$ cat src/rtl/fsm_rr_arbiter.sv
// Four-agent round-robin arbiter with a bounded hold timer.
//
// Shares one downstream resource between agents 0..3. A grant is held while its
// owner keeps req high. If the owner has held for HOLD_MAX consecutive cycles and
// another agent is waiting, the grant is forced off with a one-cycle preempt pulse.
// Every release is followed by one idle cycle before the next grant. All outputs
// are registered.
//
// Parameters:
//   HOLD_MAX  max consecutive granted cycles before forced release (0 disables)
//   CNT_W     hold counter width, HOLD_MAX <= 2**CNT_W
//
// Ports:
//   clock    rising-edge clock
//   reset_n  synchronous active-low reset
//   arb_en   1 allows new grants; an active grant is unaffected
//   req      per-agent request, bit i = agent i
//   gnt      one-hot grant, zero when idle
//   gnt_id   index of granted agent, 0 when idle
//   busy     1 while a grant is active
//   preempt  one-cycle pulse in the cycle gnt drops because of timeout

module fsm_rr_arbiter #(
    parameter int unsigned HOLD_MAX = 8,
    parameter int unsigned CNT_W    = 4
) (
    input  logic       clock,
    input  logic       reset_n,
    input  logic       arb_en,
    input  logic [3:0] req,
    output logic [3:0] gnt,
    output logic [1:0] gnt_id,
    output logic       busy,
    output logic       preempt
);

    typedef enum logic [1:0] {
        StIdle  = 2'b00,
        StGrant = 2'b01
    } state_e;

    // Saturation value of the hold counter. With preemption disabled the counter
    // simply saturates at all-ones; its value is then never consulted.
    localparam logic [CNT_W-1:0] HoldLast =
        (HOLD_MAX == 0) ? {CNT_W{1'b1}} : CNT_W'(HOLD_MAX - 1);

    state_e           state_q;
    logic [3:0]       gnt_q;
    logic [1:0]       gnt_id_q;
    logic             busy_q;
    logic             preempt_q;
    logic [CNT_W-1:0] hold_cnt_q;
    logic [1:0]       last_q;

    logic [1:0] winner;
    logic       found;
    logic [1:0] cand;
    logic       others_waiting;
    logic       timeout;

    // Rotating search starting just after the last owner; the last owner itself is
    // examined last, so it has lowest priority.
    always_comb begin
        winner = 2'd0;
        found  = 1'b0;
        cand   = 2'd0;
        for (int i = 1; i <= 4; i++) begin
            cand = last_q + 2'(i);
            if (!found && req[cand]) begin
                winner = cand;
                found  = 1'b1;
            end
        end
    end

    always_comb begin
        others_waiting = (req & ~gnt_q) != 4'b0000;
        timeout        = (HOLD_MAX != 0) && (hold_cnt_q == HoldLast) && others_waiting;
    end

    always_ff @(posedge clock) begin
        if (!reset_n) begin
            state_q    <= StIdle;
            gnt_q      <= 4'b0000;
            gnt_id_q   <= 2'd0;
            busy_q     <= 1'b0;
            preempt_q  <= 1'b0;
            hold_cnt_q <= '0;
            last_q     <= 2'd3;
        end else begin
            preempt_q <= 1'b0;
            case (state_q)
                StIdle: begin
                    if (arb_en && found) begin
                        state_q    <= StGrant;
                        gnt_q      <= 4'b0001 << winner;
                        gnt_id_q   <= winner;
                        busy_q     <= 1'b1;
                        last_q     <= winner;
                        hold_cnt_q <= '0;
                    end else begin
                        gnt_q    <= 4'b0000;
                        gnt_id_q <= 2'd0;
                        busy_q   <= 1'b0;
                    end
                end
                StGrant: begin
                    if (!req[gnt_id_q]) begin
                        // Normal release wins over a coincident timeout.
                        state_q  <= StIdle;
                        gnt_q    <= 4'b0000;
                        gnt_id_q <= 2'd0;
                        busy_q   <= 1'b0;
                    end else if (timeout) begin
                        state_q   <= StIdle;
                        gnt_q     <= 4'b0000;
                        gnt_id_q  <= 2'd0;
                        busy_q    <= 1'b0;
                        preempt_q <= 1'b1;
                    end else if (hold_cnt_q != HoldLast) begin
                        hold_cnt_q <= hold_cnt_q + 1'b1;
                    end
                end
                default: begin
                    state_q  <= StIdle;
                    gnt_q    <= 4'b0000;
                    gnt_id_q <= 2'd0;
                    busy_q   <= 1'b0;
                end
            endcase
        end
    end

    assign gnt     = gnt_q;
    assign gnt_id  = gnt_id_q;
    assign busy    = busy_q;
    assign preempt = preempt_q;

endmodule

$ cat config.mk
export PLATFORM = sky130hd
export DESIGN_NAME = fsm_rr_arbiter
export DESIGN_NICKNAME = d
export VERILOG_FILES = /design/src/rtl/fsm_rr_arbiter.sv
export SDC_FILE = /design/constraint.sdc
export NUM_CORES = 1
export LEC_CHECK = 0
export ABC_AREA = 1
export CAP_MARGIN = 20
export CORE_MARGIN = 8
export CORE_UTILIZATION = 65
export CTS_CLUSTER_DIAMETER = 50
export DETAILED_ROUTE_END_ITERATION = 6
export DONT_BUFFER_PORTS = 1
export PLACE_DENSITY_LB_ADDON = 0.1
export SLEW_MARGIN = 15
export SYNTH_ARGS = -nofsm -noshare
export SYNTH_HDL_FRONTEND = slang
export SYNTH_SLANG_ARGS = --single-unit
$ cat constraint.sdc
create_clock -name clock -period 2.53 [get_ports clock]
set_input_delay 0.253 -clock clock [delete_from_list [all_inputs] [get_ports clock]]
set_output_delay 0.253 -clock clock [all_outputs]
set_load 0.05 [all_outputs]
==> impl_metrics.env <==
export IMPL_grt_pass1_wl_um=3730
export IMPL_period_needed_ps=1770
export IMPL_post_cts_buffers=0
export IMPL_start_kind="flop"
export IMPL_hold_viol=0
export IMPL_vdd_ir_drop_max_uv=606
export IMPL_routed_via_count=928
export IMPL_met2_length_um=1170
export IMPL_grt_max_degree=11
export IMPL_die_x_um=54.3
export IMPL_netlist_area_leader_share=0.316
export IMPL_cts_htree_levels=1
export IMPL_areaGrowthSynthToFinish_pct=8.55
export IMPL_cts_sinks=15
export IMPL_period_share=0.701
export IMPL_synth_nets=149
export IMPL_cts_hold_buf=0
export IMPL_wl_per_cell_um=13.0
export IMPL_insertion_delay_ps=270
export IMPL_grt_use_total=0.165
export IMPL_critPathArrivalTime_ps=1990
export IMPL_mappedNetlistArea_um2=951
export IMPL_fin_skew_ps=0.627
export IMPL_grt_pass1_vias=919
export IMPL_top_layer="met4"
export IMPL_cp_max_fo=10
export IMPL_antenna_cells=0
export IMPL_cts_clk_slew_worst_paths_ps=90
export IMPL_max_freq_mhz=564
export IMPL_multi_input_area_um2=562
export IMPL_regArea_um2=300
export IMPL_rsz0062_at_grt="no"
export IMPL_syn_avg_cell_area_um2=6.74
export IMPL_drc_errors=0
export IMPL_clockBufferDepth=2
export IMPL_vias_per_cell=5.59
export IMPL_die_area_mm2=0.00294
export IMPL_setup_viol=0
export IMPL_status="finished clean"
export IMPL_wl_met1_um=849
export IMPL_placed_area_mm2=0.00100
export IMPL_power_density_mw_per_mm2=959
export IMPL_portBuffers=0
export IMPL_endpoint_kind="flop"
export IMPL_cts_inserted_buffers=3
export IMPL_setup_tns_final_ps=0
export IMPL_syn_instance_count=141
export IMPL_hpwlAfterDp_um=1780
export IMPL_tightest_slew_ps=517
export IMPL_ant_nets=0
export IMPL_slew_viol_final=0
export IMPL_ys_seq_area_frac=0.316
export IMPL_start_util=0.662
export IMPL_io_pins=15
export IMPL_totalWireLength_um=2170
export IMPL_hp_class="in2reg"
export IMPL_instances_no_fill=166
export IMPL_ys_types=23
export IMPL_routabilityCongestion=0.915
export IMPL_post_route_cell_area_mm2=0.00103
export IMPL_dp_cells=162
export IMPL_coreArea_mm2=0.00144
export IMPL_synth_top_cell_by_area="dfxtp_1"
export IMPL_p_leak_nw=0.494
export IMPL_power_w=0.000990
export IMPL_fp_dieH_um=54.3
export IMPL_synthFlopType="dfxtp_1"
export IMPL_synth_edf_count=0
export IMPL_crit_type="reg2reg"
export IMPL_route_met3_wl_um=136
export IMPL_antenna_found_initial=0
export IMPL_rows=14
export IMPL_drt_first_pass_iters=4
export IMPL_cts_tree="done"
export IMPL_num_fill_cells=130
export IMPL_drive_gt1_frac=0.247
export IMPL_cts_root_buf="clkbuf_4"
export IMPL_ys_ff_latch=15
export IMPL_synth_warning_count=0
export IMPL_nets=159
export IMPL_critPathRequiredTime_ps=2740
export IMPL_first_iter_violations=37
export IMPL_relSlewSlack=0.655
export IMPL_overflow=0
export IMPL_ys_async_sr_fraction=0
export IMPL_hold_slack_ps=73.0
export IMPL_drv_cap=0
export IMPL_cts_resized=0
export IMPL_yosys_top_cells_area="dfxtp_1 32%, nand2_1 12%, nand2_2 7.9%, nor2_1 7.5%, a21oi_1 6.3%"
[metrics by stage]
stage          worst slack (ps)   util
2_1_floorplan               915      -
3_3_place_gp                818  0.699
3_5_place_dp                793  0.699
4_1_cts                     765  0.719
5_1_grt                     575  0.719
6_report                    757  0.719
[final timing paths]
kind                                    start       endpoint  slack [ps]  cells past startpoint
worst min register to register  hold_cnt_q[0]  hold_cnt_q[0]         510                      1
worst max register to register      last_q[0]         gnt[3]         760                     12
worst max-delay path                last_q[0]         gnt[3]         760                     12
worst min-delay path                  reset_n      last_q[0]          70                      1
[sequential cells by signal (all words and copies together) (netlist names)]
name	cells
gnt_id	2
state_q	1
busy	1
hold_cnt_q	4
gnt	4
last_q	2
preempt	1
[logic make-up after synthesis]
family	count (synthesis)	synth area share
compound gates	23	0.134
flops	15	0.316
simple gates	83	0.443
fa+ha+maj	1	0.0132
buf+inv	19	0.0934
[routing by layer]
metal | vias to the layer above | global-route usage
met5 | - | 0
met4 | 0 | 0.0492
met3 | 2 | 0.0380
met2 | 29 | 0.298
met1 | 423 | 0.187
li1 | 474 | -
[critical path: stages, from the launching register on]
cell     delay, ps
dfxtp_1        580
inv_8           90
nand2_1        100
nand2_1         70
nor2_1         170
nor2_1         100
nand3_2        110
nand2_4         80
inv_4           90
nand2_2         80
nor2_1         120
nor2_1          60
nor2_1          80
[area by class of cell]
class                   instances  share of cell area
flip-flops and latches         15               0.291
clock inverters                 1             0.00485
well taps                      16              0.0194
repair buffers                  6              0.0436
clock buffers                   3              0.0218
inverters                      18              0.0752
multi-input cells             107               0.544
[cells in the final DEF (no fill, tap or decap)]
cell       n
o21a_1     1
buf_4      6
nand3_1    8
nand3_2    3
ha_1       1
nand2_1   31
o22ai_1    2
nor2_1    19
o21ai_0    4
dfxtp_1   15
inv_8      1
clkbuf_4   3
clkinv_2   1
nor2_2     1
nand2_2   12
inv_4      1
inv_1     12
nor3_1     3
o21ai_1    1
nor2_4     1
clkinv_1   1
nand2_4    5
inv_2      3
o211ai_1   3
a21oi_1   12
[synthesized netlist by cell type (4+ instances only)]
| cell type | number |
|---|---|
| nand2_1 | 31 |
| nor2_1 | 19 |
| dfxtp_1 | 15 |
| a21oi_1 | 12 |
| inv_1 | 12 |
| nand2_2 | 12 |
| nand3_1 | 8 |
| nand2_4 | 5 |
| o21ai_0 | 4 |
[power by group]
group,switching [W],internal (W),total (W)
clock network,0.0000758,0.0000585,0.000134
registers,0.0000454,0.000272,0.000317
logic,0.000369,0.000169,0.000538
Note: power is estimated with default switching activity, not from simulation.
